<file path="src/rtl/alu_pipe.sv">
// -----------------------------------------------------------------------------
// alu_pipe
// Two-stage pipelined ALU sitting between register-file read and the writeback
// buffer. Uses the same 3-bit opcode map and c/n/z/v flags as the older
// combinational ALU, and adds a parametrised width, valid/ready handshakes
// with full backpressure on both sides, and a stored carry register for
// multi-word ADD/SUB chains.
//
// Parameters
//   WIDTH  operand/result width, 4..64
//   CNT_W  width of the optional overflow event counter
//
// Ports
//   clk        rising-edge clock
//   reset_n    synchronous active-low reset
//   in_valid   operand beat valid
//   in_ready   block can accept a beat this cycle (never depends on in_valid)
//   a, b       operands
//   op         000 NOT A, 001 NOT B, 010 AND, 011 OR,
//              100 XOR,   101 XNOR,  110 ADD, 111 SUB
//   use_c      ADD/SUB only: carry-in comes from the stored carry register
//   out_valid  result beat valid
//   out_ready  downstream accepts the result
//   result     ALU result
//   c, n, z, v carry / negative / zero / overflow flags of result
//   ovf_cnt    overflow event counter      (only with ALU_OVF_CNT_EN)
//   cnt_clr    clear ovf_cnt               (only with ALU_OVF_CNT_EN)
//
// Configuration macro
//   ALU_OVF_CNT_EN  when defined, adds a saturating counter of output
//                   handshakes that carry v=1, plus its clear input.
// -----------------------------------------------------------------------------
module alu_pipe #(
  parameter int WIDTH = 32,
  parameter int CNT_W = 16
) (
  input  logic             clk,
  input  logic             reset_n,
  input  logic             in_valid,
  output logic             in_ready,
  input  logic [WIDTH-1:0] a,
  input  logic [WIDTH-1:0] b,
  input  logic [2:0]       op,
  input  logic             use_c,
  output logic             out_valid,
  input  logic             out_ready,
  output logic [WIDTH-1:0] result,
  output logic             c,
  output logic             n,
  output logic             z,
  output logic             v
`ifdef ALU_OVF_CNT_EN
  ,
  input  logic             cnt_clr,
  output logic [CNT_W-1:0] ovf_cnt
`endif
);

  typedef enum logic [2:0] {
    OP_NOT_A = 3'b000,
    OP_NOT_B = 3'b001,
    OP_AND   = 3'b010,
    OP_OR    = 3'b011,
    OP_XOR   = 3'b100,
    OP_XNOR  = 3'b101,
    OP_ADD   = 3'b110,
    OP_SUB   = 3'b111
  } op_e;

  // Stage 1: registered operands
  logic             s1_valid_q, s1_valid_d;
  logic [WIDTH-1:0] s1_a_q, s1_a_d;
  logic [WIDTH-1:0] s1_b_q, s1_b_d;
  op_e              s1_op_q, s1_op_d;
  logic             s1_use_c_q, s1_use_c_d;

  // Stage 2: registered result and flags
  logic             s2_valid_q, s2_valid_d;
  logic [WIDTH-1:0] result_q, result_d;
  logic             c_q, c_d;
  logic             n_q, n_d;
  logic             z_q, z_d;
  logic             v_q, v_d;

  // Stored carry for chained multi-word arithmetic
  logic             carry_q, carry_d;

  // Handshake control
  logic             s2_adv;
  logic             s1_xfer;
  logic             in_accept;

  // Combinational ALU outputs computed from stage 1
  logic             is_arith;
  logic [WIDTH-1:0] b_eff;
  logic             carry_in;
  logic [WIDTH:0]   sum_full;
  logic             carry_into_msb;
  logic [WIDTH-1:0] alu_res;
  logic             alu_c;
  logic             alu_v;

  // Handshake: stage 2 can take new data when it is empty or being drained;
  // stage 1 can take new data when it is empty or moving into stage 2. This
  // keeps full throughput while letting backpressure ripple back by one stage.
  always_comb begin
    s2_adv    = !s2_valid_q || out_ready;
    s1_xfer   = s1_valid_q && s2_adv;
    in_ready  = !s1_valid_q || s2_adv;
    in_accept = in_valid && in_ready;
  end

  // ALU datapath. SUB is done as A + ~B + ci so ADD and SUB share one adder.
  // The carry into the MSB is recovered from the MSB sum bit and the MSB
  // operand bits, so overflow needs no second adder.
  always_comb begin
    is_arith       = (s1_op_q == OP_ADD) || (s1_op_q == OP_SUB);
    b_eff          = (s1_op_q == OP_SUB) ? ~s1_b_q : s1_b_q;
    carry_in       = s1_use_c_q ? carry_q : (s1_op_q == OP_SUB);
    sum_full       = {1'b0, s1_a_q} + {1'b0, b_eff} + {{WIDTH{1'b0}}, carry_in};
    carry_into_msb = sum_full[WIDTH-1] ^ s1_a_q[WIDTH-1] ^ b_eff[WIDTH-1];

    alu_res = '0;
    alu_c   = 1'b0;
    alu_v   = 1'b0;
    unique case (s1_op_q)
      OP_NOT_A: alu_res = ~s1_a_q;
      OP_NOT_B: alu_res = ~s1_b_q;
      OP_AND:   alu_res = s1_a_q & s1_b_q;
      OP_OR:    alu_res = s1_a_q | s1_b_q;
      OP_XOR:   alu_res = s1_a_q ^ s1_b_q;
      OP_XNOR:  alu_res = ~(s1_a_q ^ s1_b_q);
      OP_ADD, OP_SUB: begin
        alu_res = sum_full[WIDTH-1:0];
        alu_c   = sum_full[WIDTH];
        alu_v   = carry_into_msb ^ sum_full[WIDTH];
      end
      default: alu_res = '0;
    endcase
  end

  // Stage 1 next state. A new beat may be loaded in the same cycle the old
  // one leaves for stage 2.
  always_comb begin
    s1_valid_d = s1_valid_q;
    s1_a_d     = s1_a_q;
    s1_b_d     = s1_b_q;
    s1_op_d    = s1_op_q;
    s1_use_c_d = s1_use_c_q;
    if (in_accept) begin
      s1_valid_d = 1'b1;
      s1_a_d     = a;
      s1_b_d     = b;
      s1_op_d    = op_e'(op);
      s1_use_c_d = use_c;
    end else if (s1_xfer) begin
      s1_valid_d = 1'b0;
    end
  end

  // Stage 2 next state. Result and flags only change on a transfer, so they
  // hold steady while the output is stalled.
  always_comb begin
    s2_valid_d = s2_valid_q;
    result_d   = result_q;
    c_d        = c_q;
    n_d        = n_q;
    z_d        = z_q;
    v_d        = v_q;
    if (s1_xfer) begin
      s2_valid_d = 1'b1;
      result_d   = alu_res;
      c_d        = alu_c;
      n_d        = alu_res[WIDTH-1];
      z_d        = (alu_res == '0);
      v_d        = alu_v;
    end else if (out_ready) begin
      s2_valid_d = 1'b0;
    end
  end

  // The carry register updates as an ADD/SUB leaves stage 1, which is exactly
  // when the next beat in issue order becomes visible in stage 1. Chained
  // beats therefore need no bubble.
  always_comb begin
    carry_d = carry_q;
    if (s1_xfer && is_arith) begin
      carry_d = alu_c;
    end
  end

  // Pipeline registers with synchronous reset; reset drops any in-flight beat.
  always_ff @(posedge clk) begin
    if (!reset_n) begin
      s1_valid_q <= 1'b0;
      s1_a_q     <= '0;
      s1_b_q     <= '0;
      s1_op_q    <= OP_NOT_A;
      s1_use_c_q <= 1'b0;
      s2_valid_q <= 1'b0;
      result_q   <= '0;
      c_q        <= 1'b0;
      n_q        <= 1'b0;
      z_q        <= 1'b0;
      v_q        <= 1'b0;
      carry_q    <= 1'b0;
    end else begin
      s1_valid_q <= s1_valid_d;
      s1_a_q     <= s1_a_d;
      s1_b_q     <= s1_b_d;
      s1_op_q    <= s1_op_d;
      s1_use_c_q <= s1_use_c_d;
      s2_valid_q <= s2_valid_d;
      result_q   <= result_d;
      c_q        <= c_d;
      n_q        <= n_d;
      z_q        <= z_d;
      v_q        <= v_d;
      carry_q    <= carry_d;
    end
  end

  assign out_valid = s2_valid_q;
  assign result    = result_q;
  assign c         = c_q;
  assign n         = n_q;
  assign z         = z_q;
  assign v         = v_q;

`ifdef ALU_OVF_CNT_EN
  logic [CNT_W-1:0] ovf_cnt_q, ovf_cnt_d;

  // Overflow counter: counts output handshakes that carry v=1, saturates at
  // all-ones, and a clear wins over a same-cycle increment.
  always_comb begin
    ovf_cnt_d = ovf_cnt_q;
    if (cnt_clr) begin
      ovf_cnt_d = '0;
    end else if (s2_valid_q && out_ready && v_q && !(&ovf_cnt_q)) begin
      ovf_cnt_d = ovf_cnt_q + {{(CNT_W-1){1'b0}}, 1'b1};
    end
  end

  // Counter register
  always_ff @(posedge clk) begin
    if (!reset_n) begin
      ovf_cnt_q <= '0;
    end else begin
      ovf_cnt_q <= ovf_cnt_d;
    end
  end

  assign ovf_cnt = ovf_cnt_q;
`endif

endmodule

</file>
<file path="config.mk">
export PLATFORM = sky130hd
export DESIGN_NAME = alu_pipe
export DESIGN_NICKNAME = d
export VERILOG_FILES = /design/src/rtl/alu_pipe.sv
export SDC_FILE = /design/constraint.sdc
export NUM_CORES = 1
export LEC_CHECK = 0
export CORE_AREA = 2 2 137 139
export CTS_BUF_LIST = sky130_fd_sc_hd__clkbuf_4 sky130_fd_sc_hd__clkbuf_8
export DETAILED_ROUTE_END_ITERATION = 12
export DIE_AREA = 0 0 139 141
export GPL_ROUTABILITY_DRIVEN = 0
export PLACE_DENSITY = 0.72
export SYNTH_ARGS = -nofsm -noshare
export SYNTH_HDL_FRONTEND = slang
export SYNTH_SLANG_ARGS = --single-unit
</file>
<file path="constraint.sdc">
create_clock -name clk -period 5.2 [get_ports clk]
set_input_delay 1.04 -clock clk [delete_from_list [all_inputs] [get_ports clk]]
set_output_delay 1.04 -clock clk [all_outputs]
set_load 0.05 [all_outputs]
</file>
==> out/summary.json <==
{
  "clock_network": {
    "clkTransAtPathRegs_ns": 0.10,
    "clock_latency_reported_for_the_late_side_of_the_worst_skew_pair_ns": 0.40,
    "cts.sinks": 106,
    "tritoncts.num_buffers": 9,
    "ctsHtreeMaxLevel": 3,
    "post_cts.resized_instances": 0,
    "cts.path.max_buffers": 2,
    "cts-hold-fix-buffers": 0,
    "post_cts_buffers": 0,
    "ctsRootBufferMaster": "sky130_fd_sc_hd__clkbuf_8",
    "cts_tree": "done"
  },
  "min_path": {
    "worstHoldPathCells": 2,
    "worstHoldPathType": "reg -> reg",
    "worst_hold_path.endpoint": "v",
    "holdCritStartpoint": "v"
  },
  "timing": {
    "worst_clock_skew_ns": 0.0124,
    "worst_slew_slack_as_a_fraction_of_its_limit_pct": 30.1,
    "rsz0062_at_grt": "no",
    "total_neg_setup_slack_ns": 0,
    "setup_viol_count_final": 0,
    "fmax_mhz": 219,
    "finalHoldViolations": 0,
    "report.final.slew_viol_count": 0,
    "final_period_demand_of_the_worst_path_ns": 4.56,
    "worst-slew-pin-transition_ns": 1.05,
    "finalCritPeriodShare_pct": 87.6,
    "hold-worst-slack_ns": 0.474
  },
  "placement": {
    "dpl.hpwl_um": 18200,
    "place.detailed.instances": 1484,
    "io_buffer_count": 109
  },
  "yosys": {
    "sequential_share_of_the_synthesized_area_pct": 23.7,
    "synth_area_leaders": "sky130_fd_sc_hd__dfxtp_1 (24%), sky130_fd_sc_hd__ha_1 (13%), sky130_fd_sc_hd__nand2_1 (8.5%)",
    "synth_enable_flop_cells": 0,
    "synth.lib_cells_used.distinct": 74,
    "synth_largest_area_cell": "sky130_fd_sc_hd__dfxtp_1",
    "netlist_instances": 1217,
    "synth_fp_nets": 1386,
    "synthMostInstantiatedCell": "sky130_fd_sc_hd__nand2_1",
    "most_used_flip_flop_cell_after_synthesis": "sky130_fd_sc_hd__dfxtp_1",
    "synth_area_per_cell_um2": 7.37,
    "synth_top_area_share_pct": 23.7,
    "warnings_synthesis": 0,
    "synth.top_cells.by_count": "sky130_fd_sc_hd__nand2_1 (202), sky130_fd_sc_hd__a21oi_1 (129), sky130_fd_sc_hd__dfxtp_1 (106)",
    "synth-async-reset-ratio_pct": 0,
    "synth.cell_area_um2": 8960,
    "ys_ff_latch": 106
  },
  "die": {
    "dieWidth_um": 139,
    "dieArea_um2": 19600,
    "die_height_um": 141,
    "coreArea_um2": 18300,
    "effective_utilization_at_floorplan_pct": 49.1,
    "floorplan.rows": 50,
    "num_io_pins": 110
  },
  "worst_setup_path": {
    "worst_setup_path_start_kind": "flip-flop",
    "critical_path.startpoint": "s1_op_q[1]",
    "cpMostUsedCell": "sky130_fd_sc_hd__nand4_1",
    "timing.critical_path.slowest_cell_delay_ns": 0.51,
    "critical-path-top-delay-family": "simple AND/OR/NAND/NOR gates",
    "ff_to_ff_start": "s1_op_q[1]",
    "worst-r2r-setup-slack_ns": 0.64,
    "cp_num_buf_inv": 2,
    "critical_path.max_fanout": 22,
    "crit_slowest_cell": "sky130_fd_sc_hd__o311ai_0",
    "worst-setup-path-type": "reg -> reg",
    "critical_path.endpoint_type": "flip-flop",
    "regToRegEndpoint": "z",
    "path_cells": "and2_1 -> nand2_2 -> buf_4 -> xnor2_1 -> inv_1 -> fa_1 -> nand2b_1 -> a211oi_2 -> nor2_1 -> o311ai_0 -> xor2_1 -> a211oi_1 -> nand4_1 -> nor4_1 -> nand4_1 -> o21ai_1",
    "r2r.worst_path.cells": 16,
    "cp.arrival_ns": 4.90,
    "crit_required_ns": 5.54
  },
  "power_and_ir_drop": {
    "p_total_mw": 2.17,
    "irDropWorstVdd_mv": 0.141,
    "p_leak_nw": 4.00,
    "power-per-cell-area_nw_per_um2": 212
  },
  "layout": {
    "post-route-util_pct": 55.9,
    "layout-area-overhead-vs-synth_pct": 14.0,
    "antenna_cells_inserted": 0,
    "finalNetCount": 1430,
    "post_layout_nonfiller_instances": 1500,
    "drive_gt1_share_pct": 4.90
  },
  "run": {
    "cap_violations": 0
  },
  "grt": {
    "grt_first_pass_wirelength_um": 40200,
    "gr-total-overflow": 0,
    "largest_net_degree_at_the_start_of_global_routing": 101,
    "grt_pass1_vias": 7758,
    "antenna_found_initial": 0,
    "grt_use_total_pct": 25.0
  },
  "routing": {
    "drt_pre_antenna_iters": 5,
    "num_vias": 8714,
    "wl_um": 24800,
    "antenna_violating_nets_post_route": 0,
    "initialDrtViolationCount": 677,
    "route.detailed.vias_per_inst": 5.81,
    "drc_viols": 0,
    "post_drt_wl_per_cell_um": 16.5
  },
  "status": {
    "status": "complete, no violations"
  }
}
==> cell type report <==
type,count,area [um2]
flip-flops and latches,106,2130
multi-input cells,941,6110
clock inverters,4,51.3
fillers,1753,8050
inverters,82,309
well taps,234,293
clock buffers,12,146
repair buffers,121,1180
==> metal layers <==
metal  global-route usage (%)  share of wire [%]  up-vias
met4                     6.27                1.5        0
met1                     37.2                 49     4036
li1                         -                  -     4339
met2                     38.0                 43      315
met5                        0                  0        -
met3                     3.63                7.0       24
==> cells by family (layout without fill, tap and decap cells) <==
kind of cell | Yosys count | count (layout) | synth area share, %
and+or+nand+nor | 396 | 396 | 19.5
AOI/OAI and AO/OA | 374 | 374 | 26.8
buffers and inverters | 170 | 219 | 8.30
DFF | 106 | 106 | 23.7
adders and majority gates | 97 | 97 | 13.7
xor gates and xnor gates | 62 | 62 | 6.06
muxes | 12 | 12 | 2.04
==> registers in the layout, summed over array words and instances, names as in the netlist <==
name        flops
s1_op_q         3
out_valid       1
s1_valid_q      1
c               1
z               1
s1_b_q         32
carry_q         1
s1_use_c_q      1
s1_a_q         32
v               1
result         32
==> layout by cell type, fill, tap and decap left out, drive strengths merged, types with 17 or more instances in the layout <==
cell / synthesis / final
nand2b: 21 / 21
clkdlybuf4s50: 0 / 109
a21oi: 131 / 131
nand2: 202 / 202
ha: 95 / 95
inv: 81 / 82
o21ai: 94 / 94
nor2: 85 / 85
xnor2: 46 / 46
a211oi: 32 / 32
nor3: 21 / 21
a22oi: 17 / 17
dfxtp: 106 / 106
==> worst min-delay path, cell delays in order (launching register included) <==
cell	delay, ns
sky130_fd_sc_hd__dfxtp_1	0.33
sky130_fd_sc_hd__nand2_1	0.06
sky130_fd_sc_hd__a21oi_1	0.05
==> where the power goes <==
| group | internal [mW] | leakage (nW) | switching, mW |
|---|---|---|---|
| registers | 0.862 | 0.875 | 0.0575 |
| clock network | 0.240 | 0.101 | 0.297 |
| logic | 0.282 | 3.02 | 0.427 |
==> worst max-delay path by stage <==
stage          cells after the start  slack, ns  to
2_1_floorplan                     18       1.00   z
3_3_place_gp                      16       0.86   z
3_5_place_dp                      16       0.76   z
4_1_cts                           16       0.73   z
5_1_grt                           16       0.43   z
6_report                          16       0.64   z
==> per-stage QoR <==
stage	setup slack, ns	instance area, um2
2_1_floorplan	1.00	8960
3_3_place_gp	0.864	10000
3_5_place_dp	0.762	10000
4_1_cts	0.733	10200
5_1_grt	0.431	10200
6_report	0.644	10200
Power figures use the tool's default switching activity.
